**config.mk**
```make
export PLATFORM = sky130hd
export DESIGN_NAME = slice_mux_seq
export DESIGN_NICKNAME = d
export VERILOG_FILES = /design/src/rtl/slice_mux_seq.sv
export SDC_FILE = /design/constraint.sdc
export NUM_CORES = 1
export LEC_CHECK = 0
export ABC_AREA = 1
export CORE_ASPECT_RATIO = 0.6
export CORE_MARGIN = 5
export CORE_UTILIZATION = 40
export CTS_CLUSTER_DIAMETER = 40
export CTS_CLUSTER_SIZE = 10
export DETAILED_ROUTE_END_ITERATION = 8
export DONT_BUFFER_PORTS = 1
export GPL_TIMING_DRIVEN = 1
export MAX_ROUTING_LAYER = met4
export PLACE_DENSITY = 0.54
export REMOVE_ABC_BUFFERS = 1
export SETUP_SLACK_MARGIN = 0.05
export SLEW_MARGIN = 10
export SYNTH_ARGS = -nofsm -noshare
export SYNTH_HDL_FRONTEND = slang
export SYNTH_SLANG_ARGS = --single-unit
```
**constraint.sdc**
```tcl
create_clock -name clk -period 1.86 [get_ports clk]
set_clock_uncertainty 0.1 [all_clocks]
set_input_delay 0.372 -clock clk [delete_from_list [all_inputs] [get_ports clk]]
set_output_delay 0.372 -clock clk [all_outputs]
set_load 0.02 [all_outputs]
```
**src/rtl/slice_mux_seq.sv**
```systemverilog
// Registered N-way slice selector: manual per-cycle slice select, or a latched
// LSB-first sequence stepped by 'advance' with last/done reporting.
module slice_mux_seq #(
   parameter int SLICE_W    = 4,
   parameter int NUM_SLICES = 4,
   parameter int SEL_W      = $clog2(NUM_SLICES)
) (
   input  logic                          clk,
   input  logic                          reset_a,
   input  logic                          mode,
   input  logic [SEL_W-1:0]              sel,
   input  logic                          start,
   input  logic                          advance,
   input  logic [SLICE_W*NUM_SLICES-1:0] data_in,
   output logic [SLICE_W-1:0]            mux_out,
   output logic [SEL_W-1:0]              slice_idx,
   output logic                          out_valid,
   output logic                          last,
   output logic                          busy,
   output logic                          done
);

   localparam int DATA_W = SLICE_W * NUM_SLICES;

   localparam logic [1:0] ST_IDLE = 2'd0;
   localparam logic [1:0] ST_RUN  = 2'd1;
   localparam logic [1:0] ST_DONE = 2'd2;

   localparam logic [SEL_W-1:0] LAST_IDX    = SEL_W'(NUM_SLICES - 1);
   localparam logic [SEL_W:0]   SLICE_COUNT = (SEL_W + 1)'(NUM_SLICES);

   logic [1:0]         state_q,     state_d;
   logic [DATA_W-1:0]  shadow_q,    shadow_d;
   logic [SEL_W-1:0]   counter_q,   counter_d;
   logic [SLICE_W-1:0] mux_out_q,   mux_out_d;
   logic [SEL_W-1:0]   slice_idx_q, slice_idx_d;
   logic               out_valid_q, out_valid_d;
   logic               last_q,      last_d;
   logic               busy_q,      busy_d;
   logic               done_q,      done_d;

   // Decoded loop keeps the slice pick free of a variable-width index multiply.
   function automatic logic [SLICE_W-1:0] pick_slice(input logic [DATA_W-1:0] word,
                                                     input logic [SEL_W-1:0]  idx);
      logic [SLICE_W-1:0] s;
      s = '0;
      for (int i = 0; i < NUM_SLICES; i++) begin
         if (idx == SEL_W'(i)) s = word[i*SLICE_W +: SLICE_W];
      end
      return s;
   endfunction

   always_comb begin
      state_d     = state_q;
      shadow_d    = shadow_q;
      counter_d   = counter_q;
      mux_out_d   = mux_out_q;
      slice_idx_d = slice_idx_q;
      out_valid_d = 1'b0;
      last_d      = 1'b0;
      done_d      = (state_q == ST_DONE);

      case (state_q)
         ST_IDLE: begin
            if (!mode) begin
               if ({1'b0, sel} < SLICE_COUNT) begin
                  mux_out_d   = pick_slice(data_in, sel);
                  slice_idx_d = sel;
                  out_valid_d = 1'b1;
               end else begin
                  mux_out_d = '0;
               end
            end else if (start) begin
               shadow_d  = data_in;
               counter_d = '0;
               state_d   = ST_RUN;
            end
         end
         ST_RUN: begin
            if (advance) begin
               mux_out_d   = pick_slice(shadow_q, counter_q);
               slice_idx_d = counter_q;
               out_valid_d = 1'b1;
               last_d      = (counter_q == LAST_IDX);
               if (counter_q == LAST_IDX) begin
                  counter_d = '0;
                  state_d   = ST_DONE;
               end else begin
                  counter_d = counter_q + 1'b1;
               end
            end
         end
         ST_DONE: state_d = ST_IDLE;
         default: state_d = ST_IDLE;
      endcase

      // Busy stays up through the cycle in which done is presented.
      busy_d = (state_d != ST_IDLE) || done_d;
   end

   always_ff @(posedge clk or posedge reset_a) begin
      if (reset_a) begin
         state_q     <= ST_IDLE;
         shadow_q    <= '0;
         counter_q   <= '0;
         mux_out_q   <= '0;
         slice_idx_q <= '0;
         out_valid_q <= 1'b0;
         last_q      <= 1'b0;
         busy_q      <= 1'b0;
         done_q      <= 1'b0;
      end else begin
         state_q     <= state_d;
         shadow_q    <= shadow_d;
         counter_q   <= counter_d;
         mux_out_q   <= mux_out_d;
         slice_idx_q <= slice_idx_d;
         out_valid_q <= out_valid_d;
         last_q      <= last_d;
         busy_q      <= busy_d;
         done_q      <= done_d;
      end
   end

   assign mux_out   = mux_out_q;
   assign slice_idx = slice_idx_q;
   assign out_valid = out_valid_q;
   assign last      = last_q;
   assign busy      = busy_q;
   assign done      = done_q;

endmodule

```
Word level (Yosys, flattened, before mapping)
Index checks and enable logic that the tools add are counted.
Operators by class
  add/subtract/negate cells: 1
  equality and inequality tests: 12
  multiplexer cells: 29
  reduce and logical (&&, ||, !) cells: 9
Operators by type and width (number)
  2-to-1 mux 4 bit: 10
  2-to-1 mux 2 bit: 10
  case mux 2 bit (2 select lines): 3
  equality test 2 bit, second input constant: 5
  inequality test 2 bit, second input constant: 4
  case mux 4 bit (2 select lines): 1
  equality test 2 x 1 -> 1 bit, second input constant: 3
  logical NOT 2 bit: 3
  AND reduction 3 bit: 2
  2-to-1 mux 1 bit: 4
  AND reduction 4 bit: 1
  nonzero test 2 bit: 2
  adder 2 x 1 -> 2 bit, second input constant: 1
  case mux 1 bit (2 select lines): 1
  logical OR 1 bit: 1
Storage, ports and cells
  flip-flop bits (word level): 30
  output and inout bits: 10
  word-level logic and storage cells: 60

Depth between registers and ports, before layout
  depth in word-level cells: 7
  mapped depth: 10

Least setup slack after synthesis
Ideal clock, no wire load.
  kind: register to register
  from: register counter_q[0]
  to: register mux_out_q[0], in the netlist mux_out[0]
  arrival time: 1.083 ns
  data required time: 1.643 ns
  path slack: 0.561 ns
  cell stages (with the launch flop): 10
  period minus slack after synthesis: 1.299 ns
  cell sequence: dfrtp_1 inv_1 ha_1 inv_1 nand3_1 nand2_1 nand2_1 nand2_1 nand2_1 nand2_1
Between the ends
  word-level cells in the longest chain between the ends: 7
  elaborated cells on any way between the ends: 10
  classes of those cells: eq/ne: 3; mux: 6; reduce/logical: 1
Ends and longest elaborated chain
  start: declaration: line 34  | logic [SEL_W-1:0] counter_q, counter_d;
  start signal: assignment: line 115  | counter_q <= counter_d;
  logical NOT 2 bit: line 48  | if (idx == SEL_W'(i)) s = word[i*SLICE_W +: SLICE_W];
  2-to-1 mux 4 bit (3 in a row): line 48
  2-to-1 mux 4 bit *: line 48
  2-to-1 mux 4 bit *: line 80  | if (advance) begin
  case mux 4 bit (2 select lines) *: line 63  | case (state_q)
  end signal: assignment: line 116  | mux_out_q <= mux_out_d;
  end: declaration: line 35  | logic [SLICE_W-1:0] mux_out_q, mux_out_d;
Mark *: on every way between the ends. The rest lies on a longest branch, timed or not. The select of a mux whose other input is x is not followed.
A chain may end at the register's enable or synchronous reset.

Final worst setup path
  from: register counter_q[1]
  to: register mux_out_q[1], in the netlist mux_out[1]
The elaborated chain is that of the path after synthesis.

==> results.md <==
* Buffers on Ports at 0
* Vias at 1346
* Clk slew on worst S/H paths at 60 ps
* Number of synthesis warnings at 0
* Outcome: complete, no violations
* Compound-gate portion of the synthesized area at 0.0933
* 1st-iter DRT viols at 170
* Post-synthesis adder-cell area fraction at 0.0316
* Number of hold buffers added after CTS at 1
* Setup tns final at 0 ps
* Synthesis-stage register bit count at 30
* Pwr/cell area at 1670 nW/um^2
* Pin count of the biggest net entering global routing at 31
* Number of setup buffers added after CTS at 0
* Reg2reg start: counter_q[1]
* Sequential share of the synthesized area at 0.474
* CP max FO at 7
* Dpl ws at 345 ps
* CP Launch Point: counter_q[1]
* DR pass1 iterations at 5
* Vias in the first global route at 1303
* WL final at 3930 um
* Final ANT Viol Nets at 0
* Global-route usage over all layers at 0.162
* Maximum VDD drop at 0.613 mV
* Largest family of logic cells by synthesized area: simple AND/OR/NAND/NOR gates
* First-pass GRT wire length at between 6000 and 7000 um
* Avg Inst Size Synth at 7.84 um^2
* Worst min path class: in2reg
* Internal at 1.63 mW
* Vias per cell at 5.26
* R2R setup slack at 330 ps
* LEAKAGE at around 0.89 nW
* Worst setup endpoint: mux_out[1]
* Synth cell types at 22
* Sw power at 1.26 mW
* CP arrival at 1610 ps
* Core Region at 3740 um^2
* Fin crit share at 0.821
* Switch share at 0.435
* Post-Syn Instances at 202
* Antenna violations before repair at 0
* Row count at 17
* Unrepaired setup endpoints after global routing: no
* NumNets Final at 235
* Synth Area in Simple Gates at 0.328
* Max Freq at approximately 660 MHz
* Total CTS buffers at 5
* Post-CTS Resized at 0
* Final setup margin at about 330 ps
* Area growth, synth to finish at 9.01%
* Share of layout cells above drive strength 1 at 0.105
* Routed wire per std cell at 15.4 um
* WP data required at 1940 ps
* Crit path launch type: flip-flop
* DP HPWL at 3000 um
* Mapped Area at 1580 um^2
* Initial Util at 0.423
* H-tree depth at 2
* TritonCTS clock tree: yes
* Die Wd at 91.2 um
* GPL Wtd Cong at 1.01
* Combinational share of power at 0.380
* Power Total at 2.89 mW
* Power share of the sequential group at 0.433
* Die area at between 5000 and 6000 um^2
* Crit path kind: reg2reg
* Max-cap violations at 0
* CP Capture Type: flip-flop
* Fin. Hold Viols at 0
* Total gr overflow at 0
* Post-Synth XOR/XNOR Area at 0
* DRC Markers at 0
* Clock share of power at 0.186
* Clock sinks at 30
* Minimum clock period after layout at 1530 ps
* Met3 WL at 403 um
* Mux cell area share after synthesis at 0
* CTS max path bufs at 2
* Clk Latency, worst-skew pair at 280 ps
* Final setup vio count at 0
* Slew Limit Fails at 0
* Met2 WL at about 1500 um
* Cell count of the worst reg-to-reg path at 8
* Slew margin rel. at 0.741
* Top sig layer: met4
* CTS root buf: clkbuf_8
* Height of the die at between 50 and 60 um
* Wire length on met1 at slightly below 2000 um
* Reg2reg end: mux_out[1]
* I/O pin total at 33
* Worst-Margin Slew at a little under 400 ps
* Ant diodes at 0
==> routing by layer <==
| layer | track usage | vias to the layer above |
|---|---|---|
| li1 | - | 651 |
| met1 | 0.240 | 623 |
| met2 | 0.201 | 63 |
| met3 | 0.0549 | 9 |
| met4 | 0.0502 | 0 |
| met5 | - | - |
==> flip-flops by register name (all words and copies together), names as in the netlist <==
signal and flops:
slice_idx 2, shadow_q 16, out_valid 1, mux_out 4
busy 1, done 1, counter_q 2, state_q 2
last 1
==> cells in the mapped netlist <==
master     n  area share
a21oi_1    4       0.013
a21oi_2    2       0.011
a31oi_1    3       0.012
buf_2      2      0.0063
buf_6      2       0.014
clkinv_2   1      0.0032
dfrtp_1   30        0.47
ha_1       4       0.032
inv_1     17       0.040
inv_2      2      0.0047
inv_4      1      0.0040
nand2_1   78        0.18
nand2_2    1      0.0040
nand2_4    1      0.0071
nand3_1   17       0.054
nand3_4    1       0.011
nor2_1    17       0.040
nor2_4     2       0.014
nor2_8     1       0.013
o21ai_0   13       0.041
o21ai_1    2      0.0063
o21ai_4    1       0.010
==> worst min path at each step <==
| stage | cells after the start | endpoint | slack (ps) | from |
|---|---|---|---|---|
| after floorplan | 2 | shadow_q[0] | 350 | shadow_q[0] |
| after global placement | 2 | shadow_q[6] | 260 | reset_a |
| after detailed placement | 2 | shadow_q[6] | 270 | reset_a |
| after CTS | 2 | shadow_q[1] | 90 | data_in[1] |
| after global routing | 1 | state_q[0] | 90 | advance |
| final | 2 | shadow_q[1] | 100 | data_in[1] |
==> metrics by stage <==
stage	util	instance area, um^2	hold WS (ps)	std cells
6_report	0.461	1730	101	256
2_1_floorplan	-	1550	349	198
4_1_cts	0.461	1730	89.9	256
3_5_place_dp	0.434	1620	268	247
3_3_place_gp	0.434	1620	264	247
5_1_grt	0.461	1730	94.6	256
==> power by group through the flow <==
stage | Sequential [mW] | Combinational, mW | Clock [mW]
global placement | 1.26 | 1.07 | 0
finish | 1.25 | 1.10 | 0.538
detailed placement | 1.26 | 1.09 | 0
CTS | 1.25 | 1.09 | 0.555
floorplan | 1.19 | 0.860 | 0
global route | 1.28 | 1.26 | 0.588
==> area by class of cell <==
type | instances | area (um^2)
Fill cell | 373 | 2020
Clock inverter | 1 | 5.00
Tap cell | 47 | 58.8
Inverter | 21 | 82.6
Timing Repair Buffer | 3 | 25.0
Sequential cell | 30 | 751
Multi-Input combinational cell | 147 | 717
Clock buffer | 7 | 86.3
==> worst max-delay path, cell delays in order, from the launching register on <==
cell and delay (ps):
dfrtp_1 410, ha_1 310, inv_1 180, nor2_1 120, nor2_1 40, nand2_1 70, nand2_1 70, nand2_1 70
nand2_1 50
==> placed cells by master, fill, tap and decap left out, types with 3 or more instances in the layout <==
cell,n
nor2_1,17
nand3_1,17
a21oi_1,4
o21ai_0,13
a31oi_1,3
ha_1,4
clkbuf_8,6
dfrtp_1,30
nand2_1,78
inv_1,17
==> logic make-up after synthesis <==
kind of cell	Yosys count
adder cells (fa/ha/maj)	4
AO/OA/AOI/OAI	25
buffers and inverters	25
AND/OR/NAND/NOR	118
flip-flops	30
Power figures use the tool's default switching activity.
